File: src/rtl/race_pkg.sv
// Shared definitions for the race step tracker.
//   SEQ_DEFAULT : default 33-box left/right course (bit i = box i, 1 = right)
//   KEY_LEFT/KEY_RIGHT : key encoding used in the sequence constant
//   step_width  : width of a step counter that must reach seq_len
package race_pkg;

    localparam logic [32:0] SEQ_DEFAULT = 33'h1_2D69_5A3C;

    localparam logic KEY_LEFT  = 1'b0;
    localparam logic KEY_RIGHT = 1'b1;

    // The counter has to hold SEQ_LEN itself (the "finished" box), hence +1.
    function automatic int step_width(input int seq_len);
        return $clog2(seq_len + 1);
    endfunction

endpackage

File: src/rtl/race_lane.sv
// One lane of the race tracker: key edge detection, step counter,
// saturating error counter, optional lockout after a wrong press, done flag.
// Ports:
//   clk, resetn      : clock, synchronous active-high reset
//   enable           : game running; presses ignored while low
//   left, right      : debounced level keys for this lane
//   step             : current box index (0..SEQ_LEN)
//   errors           : wrong-press count, saturating
//   done             : lane has reached SEQ_LEN (sticky)
//   locked           : lane is in lockout
//   finishing        : combinational, done will set at the coming edge
module race_lane
    import race_pkg::*;
#(
    parameter int          SEQ_LEN     = 33,
    parameter logic [63:0] SEQ         = 64'(SEQ_DEFAULT),
    parameter int          ERR_W       = 8,
    parameter int          LOCK_CYCLES = 0,
    localparam int         STEP_W      = step_width(SEQ_LEN),
    localparam int         LOCK_W      = (LOCK_CYCLES > 0) ? $clog2(LOCK_CYCLES + 1) : 1
) (
    input  logic              clk,
    input  logic              resetn,
    input  logic              enable,
    input  logic              left,
    input  logic              right,
    output logic [STEP_W-1:0] step,
    output logic [ERR_W-1:0]  errors,
    output logic              done,
    output logic              locked,
    output logic              finishing
);

    logic              left_q_reg;
    logic              right_q_reg;
    logic [STEP_W-1:0] step_reg,   step_next;
    logic [ERR_W-1:0]  errors_reg, errors_next;
    logic              done_reg,   done_next;
    logic [LOCK_W-1:0] lock_reg,   lock_next;

    logic rise_left;
    logic rise_right;
    logic eligible;
    logic expected_key;
    logic pressed_key;

    always_comb begin
        // Expected key for the current box; a mux loop keeps the index
        // width independent of the sequence vector width.
        expected_key = KEY_LEFT;
        for (int i = 0; i < SEQ_LEN; i++) begin
            if (step_reg == STEP_W'(i)) begin
                expected_key = SEQ[i];
            end
        end

        rise_left   = left  & ~left_q_reg;
        rise_right  = right & ~right_q_reg;
        pressed_key = rise_right ? KEY_RIGHT : KEY_LEFT;
        eligible    = enable & ~done_reg & (lock_reg == '0);

        step_next   = step_reg;
        errors_next = errors_reg;
        done_next   = done_reg;
        // Lockout drains every cycle, independent of enable.
        lock_next   = (lock_reg != '0) ? lock_reg - LOCK_W'(1) : lock_reg;

        if (eligible && (rise_left || rise_right)) begin
            if ((rise_left ^ rise_right) && (pressed_key == expected_key)) begin
                step_next = step_reg + STEP_W'(1);
                if (step_reg == STEP_W'(SEQ_LEN - 1)) begin
                    done_next = 1'b1;
                end
            end else begin
                // Wrong key, or both keys in the same cycle.
                if (errors_reg != '1) begin
                    errors_next = errors_reg + ERR_W'(1);
                end
                if (LOCK_CYCLES > 0) begin
                    lock_next = LOCK_W'(LOCK_CYCLES);
                end
            end
        end
    end

    always_ff @(posedge clk) begin
        // Key history always tracks the levels, including during reset,
        // so a key held through reset release is not seen as a press.
        left_q_reg  <= left;
        right_q_reg <= right;
        if (resetn) begin
            step_reg   <= '0;
            errors_reg <= '0;
            done_reg   <= 1'b0;
            lock_reg   <= '0;
        end else begin
            step_reg   <= step_next;
            errors_reg <= errors_next;
            done_reg   <= done_next;
            lock_reg   <= lock_next;
        end
    end

    assign step      = step_reg;
    assign errors    = errors_reg;
    assign done      = done_reg;
    assign locked    = (lock_reg != '0);
    assign finishing = done_next & ~done_reg;

endmodule

File: src/rtl/race_tracker.sv
// Multi-player step tracker for the race game. Instantiates one race_lane
// per player and records which lanes finished first.
// Ports:
//   clk, resetn   : clock, synchronous active-high reset (despite the name)
//   enable        : game running
//   left, right   : per-lane debounced keys
//   step, errors  : per-lane packed counters, lane 0 in the LSBs
//   done, locked  : per-lane flags
//   winner        : lanes that finished in the first finishing cycle
//   winner_valid  : winner has been latched
//   tie           : more than one lane in winner
//   all_done      : every lane finished
module race_tracker
    import race_pkg::*;
#(
    parameter int          NUM_PLAYERS = 2,
    parameter int          SEQ_LEN     = 33,
    parameter logic [63:0] SEQ         = 64'(SEQ_DEFAULT),
    parameter int          ERR_W       = 8,
    parameter int          LOCK_CYCLES = 0,
    localparam int         STEP_W      = step_width(SEQ_LEN)
) (
    input  logic                          clk,
    input  logic                          resetn,
    input  logic                          enable,
    input  logic [NUM_PLAYERS-1:0]        left,
    input  logic [NUM_PLAYERS-1:0]        right,
    output logic [NUM_PLAYERS*STEP_W-1:0] step,
    output logic [NUM_PLAYERS*ERR_W-1:0]  errors,
    output logic [NUM_PLAYERS-1:0]        done,
    output logic [NUM_PLAYERS-1:0]        locked,
    output logic [NUM_PLAYERS-1:0]        winner,
    output logic                          winner_valid,
    output logic                          tie,
    output logic                          all_done
);

    logic [NUM_PLAYERS-1:0] finishing;
    logic [NUM_PLAYERS-1:0] winner_reg;
    logic                   winner_valid_reg;

    generate
        for (genvar gi = 0; gi < NUM_PLAYERS; gi++) begin : g_lane
            race_lane #(
                .SEQ_LEN     (SEQ_LEN),
                .SEQ         (SEQ),
                .ERR_W       (ERR_W),
                .LOCK_CYCLES (LOCK_CYCLES)
            ) u_lane (
                .clk       (clk),
                .resetn    (resetn),
                .enable    (enable),
                .left      (left[gi]),
                .right     (right[gi]),
                .step      (step[gi*STEP_W +: STEP_W]),
                .errors    (errors[gi*ERR_W +: ERR_W]),
                .done      (done[gi]),
                .locked    (locked[gi]),
                .finishing (finishing[gi])
            );
        end
    endgenerate

    // Winner is latched once, at the same edge the first done bit(s) set.
    always_ff @(posedge clk) begin
        if (resetn) begin
            winner_reg       <= '0;
            winner_valid_reg <= 1'b0;
        end else if (!winner_valid_reg && (finishing != '0)) begin
            winner_reg       <= finishing;
            winner_valid_reg <= 1'b1;
        end
    end

    assign winner       = winner_reg;
    assign winner_valid = winner_valid_reg;
    // x & (x-1) clears the lowest set bit; non-zero means two or more bits.
    assign tie          = winner_valid_reg &&
                          ((winner_reg & (winner_reg - NUM_PLAYERS'(1))) != '0);
    assign all_done     = &done;

endmodule

File: config.mk
export PLATFORM = sky130hd
export DESIGN_NAME = race_tracker
export DESIGN_NICKNAME = d
export VERILOG_FILES = /design/src/rtl/race_pkg.sv /design/src/rtl/race_lane.sv /design/src/rtl/race_tracker.sv
export SDC_FILE = /design/constraint.sdc
export NUM_CORES = 1
export LEC_CHECK = 0
export ABC_AREA = 1
export BUFFER_PORTS_ARGS = -buffer_cell sky130_fd_sc_hd__buf_2
export CORE_MARGIN = 2
export CORE_UTILIZATION = 60
export DETAILED_ROUTE_END_ITERATION = 10
export HOLD_SLACK_MARGIN = 0.06
export PLACE_DENSITY_LB_ADDON = 0.05
export SYNTH_ARGS = -nofsm -noshare
export SYNTH_HDL_FRONTEND = slang
export SYNTH_SLANG_ARGS = --single-unit
export TNS_END_PERCENT = 10
File: constraint.sdc
create_clock -name clk -period 4.6 [get_ports clk]
set_input_delay 1.38 -clock clk [delete_from_list [all_inputs] [get_ports clk]]
set_output_delay 1.38 -clock clk [all_outputs]
set_load 0.03 [all_outputs]
==> results.yml, run 1 <==
run_status:
  status: "finished, final reports clean"
final_layout:
  diodes: 0
  final_cell_mix: "nand2_1 (67), buf_2 (43), inv_1 (39), dfxtp_1 (39), nand3_1 (38)"
  nFillCells: 369
  multi_input_area_um2: 1500
  ff_latch_area_um2: 781
  largest_register_ff_count: 16
  stdcell_count: 445
  area_growth_pct: 13.0
  final_common_cell: "nand2_1"
  finalInstanceArea_um2: 2850
  drive_gt1_share_pct: 26.3
  final_nets: 413
synthesis:
  ys_async_sr_fraction_pct: 0
  syn_inst: 355
  yosysWarnings: 0
  synth_top_cell_area_share_pct: 31.0
  synth-seq-area-share_pct: 31.0
  synth-edff-count: 0
  avgSynthCellArea_um2: 7.11
  synth_area_leaders: "dfxtp_1 (31%), nand2_1 (10%), nand3_1 (7.5%)"
  synth_cell_types: 34
  synth_top_flop_cell: "dfxtp_1"
  ys_ff_latch: 39
  synth_top_area_cell: "dfxtp_1"
  syn_area_um2: 2520
sta:
  final-hold-violation-count: 0
  drv_slew: 0
  relSlewSlack_pct: 60.8
  rsz0062_at_grt: "no"
  clock.fmax_ghz: 0.322
  skew_ns: 0.00788
  period_needed_ns: 3.10
  worst_slew_pin_slew_ns: 0.589
  fin_crit_sh_pct: 67.5
  setup_tns_ns: 0
  setup_viol: 0
place:
  placed_cell_area_um2: 2730
  dp_hpwl_um: 3800
  gp_congestion: 0.948
  placedCellCount: 437
  io_buffer_count: 43
power_and_ir_drop:
  powerDensity_nw_per_um2: 245
  p_leak_nw: 1.31
  irDropWorstVdd_mv: 0.242
route:
  drtIter0Drc: 104
  via_per_inst: 5.21
  num_vias: 2319
  first_pass_iters: 4
  drc: 0
  wirelength_um: 5010
  postRouteAntennaNets: 0
  wl_per_cell_um: 11.3
worst_setup_path:
  worstPathCellList: "buf_2 -> inv_1 -> nor2_1 -> inv_1 -> ha_1 -> nor4_1 -> inv_1 -> nor2_2 -> nand2_4 -> o21ai_1 -> nor2_1"
  arrival_ns: 3.29
  cp-end-kind: "register"
  required_ns: 4.79
  r2r_slack_ns: 2.15
  start_kind: "input pin"
  path_class: "input pin to register"
  crit_path_frequent_cell: "inv_1"
  cp_slowest_stage_delay_ns: 0.35
  critPathMaxFanout: 9
  crit_slowest_cell: "nor4_1"
grt:
  grt.overflow.total: 0
  grt_pass1_wl_um: 8420
  first_global_vias: 1984
  track_usage_pct: 23.1
  met1_usage_pct: 31.7
  grt_util_met2_pct: 37.4
  antenna_found_initial: 0
  grt_max_degree: 26
  use_met3_pct: 4.87
  grt-busiest-layer: "met2"
worst_hold_path:
  hold_path.class: "register to register"
clock_tree:
  clk_pin_slew_ns: 0.08
  clockRootBuffer: "clkbuf_8"
  cts_resized: 0
  htree_num_levels: 2
  ctsLongestPathBuffers: 2
  cts_tree: "done"
  hold_buffers: 0
  clkLatencyLatePin_ns: 0.29
  postCtsSetupRepairBufs: 0
  numCtsBuffers: 5
  clock-sinks: 39
floorplan:
  initial_core_util_pct: 62.6
  rows: 23
  core-area_um2: 4030
  chipWidth_um: 68.8
  design.die.area_um2: 4740
  die_y_um: 68.8
  io_pins: 44
run:
  max_cap_viol_count: 0
[path summary, 6_finish.rpt]
kind,startpoint,end,cells past startpoint
worst max-delay path,right[1],g_lane[1].u_lane.errors[0],11
worst min-delay path,winner[1],winner[1],2
worst max register to register,g_lane[1].u_lane.step[0],g_lane[1].u_lane.errors[1],21
worst min register to register,winner[1],winner[1],2
[stage by stage]
step | utilization (%) | total power [W] | hold WS [ns] | worst slack, ns
floorplan | - | 0.000401 | 0.457 | 1.58
global route | 70.7 | 0.000727 | 0.517 | 1.20
finish | 70.7 | 0.000699 | 0.479 | 1.50
detailed placement | 67.8 | 0.000413 | 0.465 | 1.16
CTS | 70.7 | 0.000704 | 0.477 | 1.46
global placement | 67.8 | 0.000411 | 0.464 | 1.23
[cell type report]
type / instances / area share (%)
Multi-Input combinational cell: 259 / 52.7
Sequential cell: 39 / 27.4
Timing Repair Buffer: 43 / 7.55
Inverter: 46 / 6.06
Clock buffer: 6 / 2.90
Tap cell: 50 / 2.19
Clock inverter: 2 / 1.23
[where the power goes]
group / internal [W] / switching [W]
combinational: 0.0000168 / 0.0000411
sequential: 0.000343 / 0.00000394
clock: 0.000176 / 0.000119
[cells in the mapped netlist, drive strengths merged (5+ instances only)]
cell	count
nor3	7
inv	46
nand4	6
nor2	36
dfxtp	39
nand3	43
buf	9
xor2	12
a21oi	31
ha	12
nor4	5
nand2	85
o21ai	11
[critical path: cells and delay by family]
kind                       cells  cell delay [ns]
adders and majority gates      1             0.18
and+or+nand+nor                5             1.10
AOI/OAI and AO/OA              1             0.16
buffers and inverters          4             0.45
[routing by layer]
| metal | vias up | part of all wire (%) |
|---|---|---|
| met1 | 1041 | 49 |
| met2 | 55 | 45 |
| met3 | 5 | 5.0 |
| met4 | 0 | 0.88 |
| met5 | - | 0 |
| li1 | 1218 | - |
[kinds of logic after synthesis]
family / Yosys count / share of synthesized area (%)
adder cells (fa/ha/maj): 12 / 5.95
other: 1 / 0.149
XOR/XNOR: 16 / 5.56
buffers and inverters: 58 / 9.67
flip-flops: 39 / 31.0
AO/OA/AOI/OAI: 43 / 10.5
AND/OR/NAND/NOR: 186 / 37.2
No activity file was read; power rests on OpenSTA's default activity.
==> run 2: changes to the inputs <==
- CORE_UTILIZATION: 60 -> 51
- clock period: 4.6 -> 2.53 ns (I/O delays scaled with it)
==> run 2 against run 1 <==
Via count up 0.22%. Setup slack worse by 1.3 ns. Global-route usage down 2.7 points. Worst hold slack better by 0.010 ns. Non-clock buffer count up 10. Die area up 17%. Core utilization down 7.7 points. Register-to-register slack worse by 1.9 ns. Clock skew about the same. Final cell count up 6.1%. Largest cell class unchanged.
==> results.yml, run 2 (synthesis gave the netlist of run 1 again) <==
run_status:
  status: "finished, final reports clean"
floorplan:
  chipWidth_um: 74.3
  core-area_um2: 4750
  rows: 25
  initial_core_util_pct: 53.1
  io_pins: 44
  design.die.area_um2: 5520
  die_y_um: 74.3
worst_setup_path:
  crit_buf_inv: 3
  crit_path_frequent_cell: "nand2_1"
  worstPathCellList: "buf_4 -> ha_4 -> inv_2 -> nand2_2 -> or2_1 -> nand3_1 -> nand2_1 -> nand2_1 -> nand3_1 -> nand2_1 -> nand2_1 -> nand2_1 -> nand3_2 -> nand2_2 -> nand2_2 -> nand2_2 -> nand3_4 -> buf_4 -> nand3_1 -> a21oi_2"
  crit_family: "simple AND/OR/NAND/NOR gates"
  cp-end-kind: "register"
  start_kind: "register"
  rr_startpoint: "g_lane[1].u_lane.step[0]"
  cp_slowest_stage_delay_ns: 0.33
  crit_start: "g_lane[1].u_lane.step[0]"
  arrival_ns: 2.48
  critPathMaxFanout: 5
  required_ns: 2.70
  path_class: "register to register"
  crit_slowest_cell: "dfxtp_2"
sta:
  skew_ns: 0.00763
  fin_crit_sh_pct: 91.0
  period_needed_ns: 2.30
  clock.fmax_ghz: 0.434
  drv_slew: 0
  setup_viol: 0
  setup_tns_ns: 0
  rsz0062_at_grt: "yes"
  final-hold-violation-count: 0
route:
  wirelength_um: 5250
  drc: 0
  first_pass_iters: 4
  postRouteAntennaNets: 0
  num_vias: 2324
  wl_per_cell_um: 11.1
  drtIter0Drc: 78
  via_per_inst: 4.92
final_layout:
  multi_input_area_um2: 1550
  stdcell_count: 472
  final_common_cell: "nand2_1"
  area_growth_pct: 18.8
  drive_gt1_share_pct: 31.4
  largest_register_ff_count: 16
  diodes: 0
  ff_latch_area_um2: 786
  final_cell_mix: "nand2_1 (65), buf_2 (43), nand3_1 (38)"
  nFillCells: 464
  final_nets: 423
place:
  placedCellCount: 463
  gp_congestion: 0.893
  io_buffer_count: 43
  dp_hpwl_um: 4060
grt:
  grt_max_degree: 22
  antenna_found_initial: 0
  first_global_vias: 2051
  grt.overflow.total: 0
  track_usage_pct: 20.4
  grt_pass1_wl_um: 8870
worst_hold_path:
  hp-start: "g_lane[0].u_lane.done"
  hold_path.class: "register to register"
clock_tree:
  hold_buffers: 0
  clockRootBuffer: "clkbuf_8"
  htree_num_levels: 2
  cts_tree: "done"
  clock-sinks: 39
  clkLatencyLatePin_ns: 0.29
  clk_pin_slew_ns: 0.08
  numCtsBuffers: 5
  ctsLongestPathBuffers: 2
power_and_ir_drop:
  p_leak_nw: 1.36
  powerDensity_nw_per_um2: 430
  irDropWorstVdd_mv: 0.246
run:
  max_cap_viol_count: 0
run 2: cell count changes in the layout (fill, tap and decap cells not counted), sizes merged:
cell / delta
buf: +10
run 2: final cells by class:
class | instances | area share, %
Clock buffer | 6 | 2.75
Multi-Input combinational cell | 259 | 51.6
Clock inverter | 2 | 1.17
Inverter | 46 | 5.76
Timing Repair Buffer | 53 | 9.68
Tap cell | 67 | 2.80
Sequential cell | 39 | 26.2
run 2: metal layers:
layer / GRT usage [%] / up-vias / routed length, µm
met5: 0 / - / 0
met4: 6.55 / 0 / 73
met3: 4.61 / 7 / 209
met2: 32.0 / 45 / 2320
met1: 28.0 / 1028 / 2640
li1: - / 1244 / -
run 2: worst paths after layout:
path / slack (ns) / depth (start not counted) / endpoint
min reg2reg: 0.49 / 2 / g_lane[0].u_lane.done
max: 0.23 / 20 / g_lane[1].u_lane.errors[6]
max reg2reg: 0.23 / 20 / g_lane[1].u_lane.errors[6]
min: 0.49 / 2 / g_lane[0].u_lane.done
run 2: what timing repair did:
item	4_1_cts	5_1_grt
setup buffers	0	1
resized for setup	0	18
endpoints found under the setup margin	0	27
run 2: per-stage QoR:
stage          hold WS, ns  util (%)  worst slack (ns)  power, W  cell area [µm²]
3_3_place_gp         0.473      59.3            0.0831  0.000757             2820
2_1_floorplan        0.457         -            0.0646  0.000728             2530
5_1_grt              0.518      63.1           -0.0178   0.00135             3000
4_1_cts              0.491      61.8            0.0653   0.00130             2940
3_5_place_dp         0.479      59.3           -0.0268  0.000759             2820
6_report             0.489      63.1             0.228   0.00129             3000
run 2: power breakdown:
group / switching [W] / total [W] / internal (W)
Combinational: 0.0000808 / 0.000122 / 0.0000411
Sequential: 0.00000686 / 0.000629 / 0.000622
Clock: 0.000218 / 0.000537 / 0.000319
Total: 0.000306 / 0.00129 / 0.000982
run 2: worst register-to-register path: cells and delay by family, from the launching register on:
kind,cells,cell delay (ns)
buffers and inverters,3,0.41
AO/OA/AOI/OAI,1,0.06
flip-flops,1,0.33
adder cells (fa/ha/maj),1,0.18
AND/OR/NAND/NOR,15,1.21
==> run 3: changes to the inputs <==
- SYNTH_HIERARCHICAL: unset -> 1
==> run 3 against run 2 <==
Global-route usage fell by 0.14 points. Die area rose by 7.0%. Clock-buffer cell count rose by 1. Sequential power barely moved. Critical path depth rose by 3. Largest cell class unchanged.
==> results.yml, run 3 <==
synthesis:
  ys_async_sr_fraction_pct: 0
  muxShareOfSynthArea_pct: 0
  yosys.area_share.simple_pct: 41.8
  syn_inst: 366
  yosysWarnings: 6
  avgSynthCellArea_um2: 7.40
  synth-seq-area-share_pct: 28.8
  synth_area_leaders: "dfxtp_1 (29%), nand2_1 (10%), nand3_1 (7.0%)"
  synth-compound-area-share_pct: 9.14
  synth_xor_area_share_pct: 6.46
  synth-edff-count: 0
  synth_nets: 385
  syn_area_um2: 2710
  yosysMostFrequentCell: "nand2_1"
  synth_top_cell_area_share_pct: 28.8
  synth_top_family_by_area: "simple AND/OR/NAND/NOR gates"
  synth_top_area_cell: "dfxtp_1"
  synth_cell_types: 31
  ys_ff_latch: 39
  synth_top_flop_cell: "dfxtp_1"
  synth-adder-area-share_pct: 5.54
  yosys-top-cells-count: "nand2_1 (74), dfxtp_1 (39), nand3_1 (38)"
sta:
  drv_slew: 0
  fin_ws_ns: 0.183
  relSlewSlack_pct: 62.5
  setup_viol: 0
  worst_slew_pin_slew_ns: 0.563
  fin_crit_sh_pct: 92.8
  rsz0062_at_grt: "yes"
  period_needed_ns: 2.35
  final-hold-violation-count: 0
  skew_ns: 0.00794
  clock.fmax_ghz: 0.426
clock_tree:
  postCtsSetupRepairBufs: 0
  cts_tree: "done"
  clkLatencyLatePin_ns: 0.29
  hold_buffers: 0
  clk_pin_slew_ns: 0.07
  cts_resized: 0
  clock-sinks: 39
  clockRootBuffer: "clkbuf_8"
  htree_num_levels: 2
  ctsLongestPathBuffers: 2
  numCtsBuffers: 5
floorplan:
  io_pins: 44
  die_y_um: 76.9
  rows: 26
  chipWidth_um: 76.9
  design.die.area_um2: 5910
  core-area_um2: 5110
  initial_core_util_pct: 53.1
grt:
  first_global_vias: 2255
  grt.overflow.total: 0
  grt_max_degree: 24
  antenna_found_initial: 0
  track_usage_pct: 20.3
  grt_pass1_wl_um: 10000
route:
  postRouteAntennaNets: 0
  wirelength_um: 5780
  wl_per_cell_um: 11.7
  drc: 0
  first_pass_iters: 4
  via_per_inst: 4.96
  drtIter0Drc: 108
  num_vias: 2448
final_layout:
  diodes: 0
  finalInstanceArea_um2: 3230
  final_common_cell: "nand2_1"
  drive_gt1_share_pct: 35.6
  final_cell_mix: "nand2_1 (74), buf_2 (43), nand3_1 (38)"
  largest_register_ff_count: 16
  nFillCells: 528
  area_growth_pct: 19.3
  final_nets: 442
power_and_ir_drop:
  powerDensity_nw_per_um2: 365
  irDropWorstVdd_mv: 0.346
  p_leak_nw: 1.55
  finalPower_w: 0.00118
worst_setup_path:
  arrival_ns: 2.57
  r2r_cells: 23
  r2r_slack_ns: 0.18
  rr_startpoint: "g_lane[0].u_lane/step[1]"
  path_class: "register to register"
  r2r_end: "winner[0]"
  critPathMaxFanout: 6
  start_kind: "register"
  required_ns: 2.76
  cp-end-kind: "register"
place:
  io_buffer_count: 43
  placed_cell_area_um2: 3080
  gp_congestion: 0.807
  dp_slack_ns: 0.0512
  dp_hpwl_um: 4270
worst_hold_path:
  min_to: "g_lane[0].u_lane/errors[1]"
  hp-start: "g_lane[0].u_lane/errors[1]"
  hold_path.class: "register to register"
  hold_path_depth: 2
run:
  max_cap_viol_count: 0
run_status:
  status: "finished, final reports clean"
-- run 3: changes by cell type in the layout (fill, tap and decap cells not counted), sizes merged, moves of 2 or more --
cell	delta
xnor2	+2
nor2	-3
inv	-5
o21a	+2
o21ai	-7
nand2	+15
nand3b	+2
nand4	+12
nor3	-3
xor2	+2
buf	+5
nor4	-3
-- run 3: worst max-delay path by stage --
stage	start	to	slack, ns	depth (start not counted)
floorplan	right[1]	g_lane[1].u_lane/errors[6]	-0.16	10
global route	g_lane[1].u_lane/step[1]	winner[0]	-0.14	23
global placement	g_lane[1].u_lane/step[0]	winner[1]	0.07	23
finish	g_lane[0].u_lane/step[1]	winner[0]	0.18	23
CTS	g_lane[1].u_lane/step[0]	winner[0]	0.02	23
detailed placement	g_lane[0].u_lane/step[0]	winner[0]	0.05	23
-- run 3: per-layer routing --
metal  up-vias  wire [µm]  GRT usage [%]
met5         -          0              0
met4         0         63           6.36
met2        40       2540           31.6
met1      1091       2960           28.1
met3         6        210           4.12
li1       1311          -              -
-- run 3: area by class of cell --
class | count | area, µm² | share of cell area (%)
Timing Repair Buffer | 58 | 328 | 10.1
Sequential cell | 39 | 798 | 24.7
Multi-Input combinational cell | 278 | 1780 | 55.2
Inverter | 41 | 154 | 4.76
Clock buffer | 7 | 76.3 | 2.36
Tap cell | 70 | 87.6 | 2.71
Clock inverter | 1 | 5.00 | 0.155
-- run 3: kinds of logic after synthesis --
logic type / after synthesis
simple gates: 205
other cells: 2
flops: 39
buf+inv: 49
fa+ha+maj: 12
compound gates: 39
xor+xnor: 20
-- run 3: where the power goes --
part	internal [W]	leakage [nW]	switching, W
Combinational	0.0000514	1.19	0.0000953
Sequential	0.000619	0.321	0.00000763
Clock	0.000194	0.0422	0.000212
-- run 3: critical path, stage by stage (launching register included) --
cell     delay (ns)
dfxtp_4        0.39
inv_1          0.08
ha_2           0.21
o21ai_1        0.14
nand2_1        0.06
nand2_1        0.05
nand2_1        0.04
nand2_1        0.06
nand2_1        0.05
nand2_1        0.05
nand3_1        0.06
nand2_1        0.06
nand2_1        0.05
nand2_1        0.07
nand3_2        0.09
nand2_4        0.10
nand2_4        0.07
a21oi_4        0.13
nand4_1        0.16
inv_2          0.11
nor2_2         0.05
nor2_2         0.09
nor2_1         0.05
nor2_1         0.07
-- run 3: through the flow --
step / hold slack (ns) / setup TNS, ns / cells / util (%)
2_1_floorplan: 0.609 / -1.23 / 366 / -
3_3_place_gp: 0.486 / 0 / 486 / 60.3
3_5_place_dp: 0.488 / 0 / 486 / 60.3
4_1_cts: 0.508 / 0 / 494 / 61.9
5_1_grt: 0.533 / -0.256 / 494 / 63.3
6_report: 0.505 / 0 / 494 / 63.3
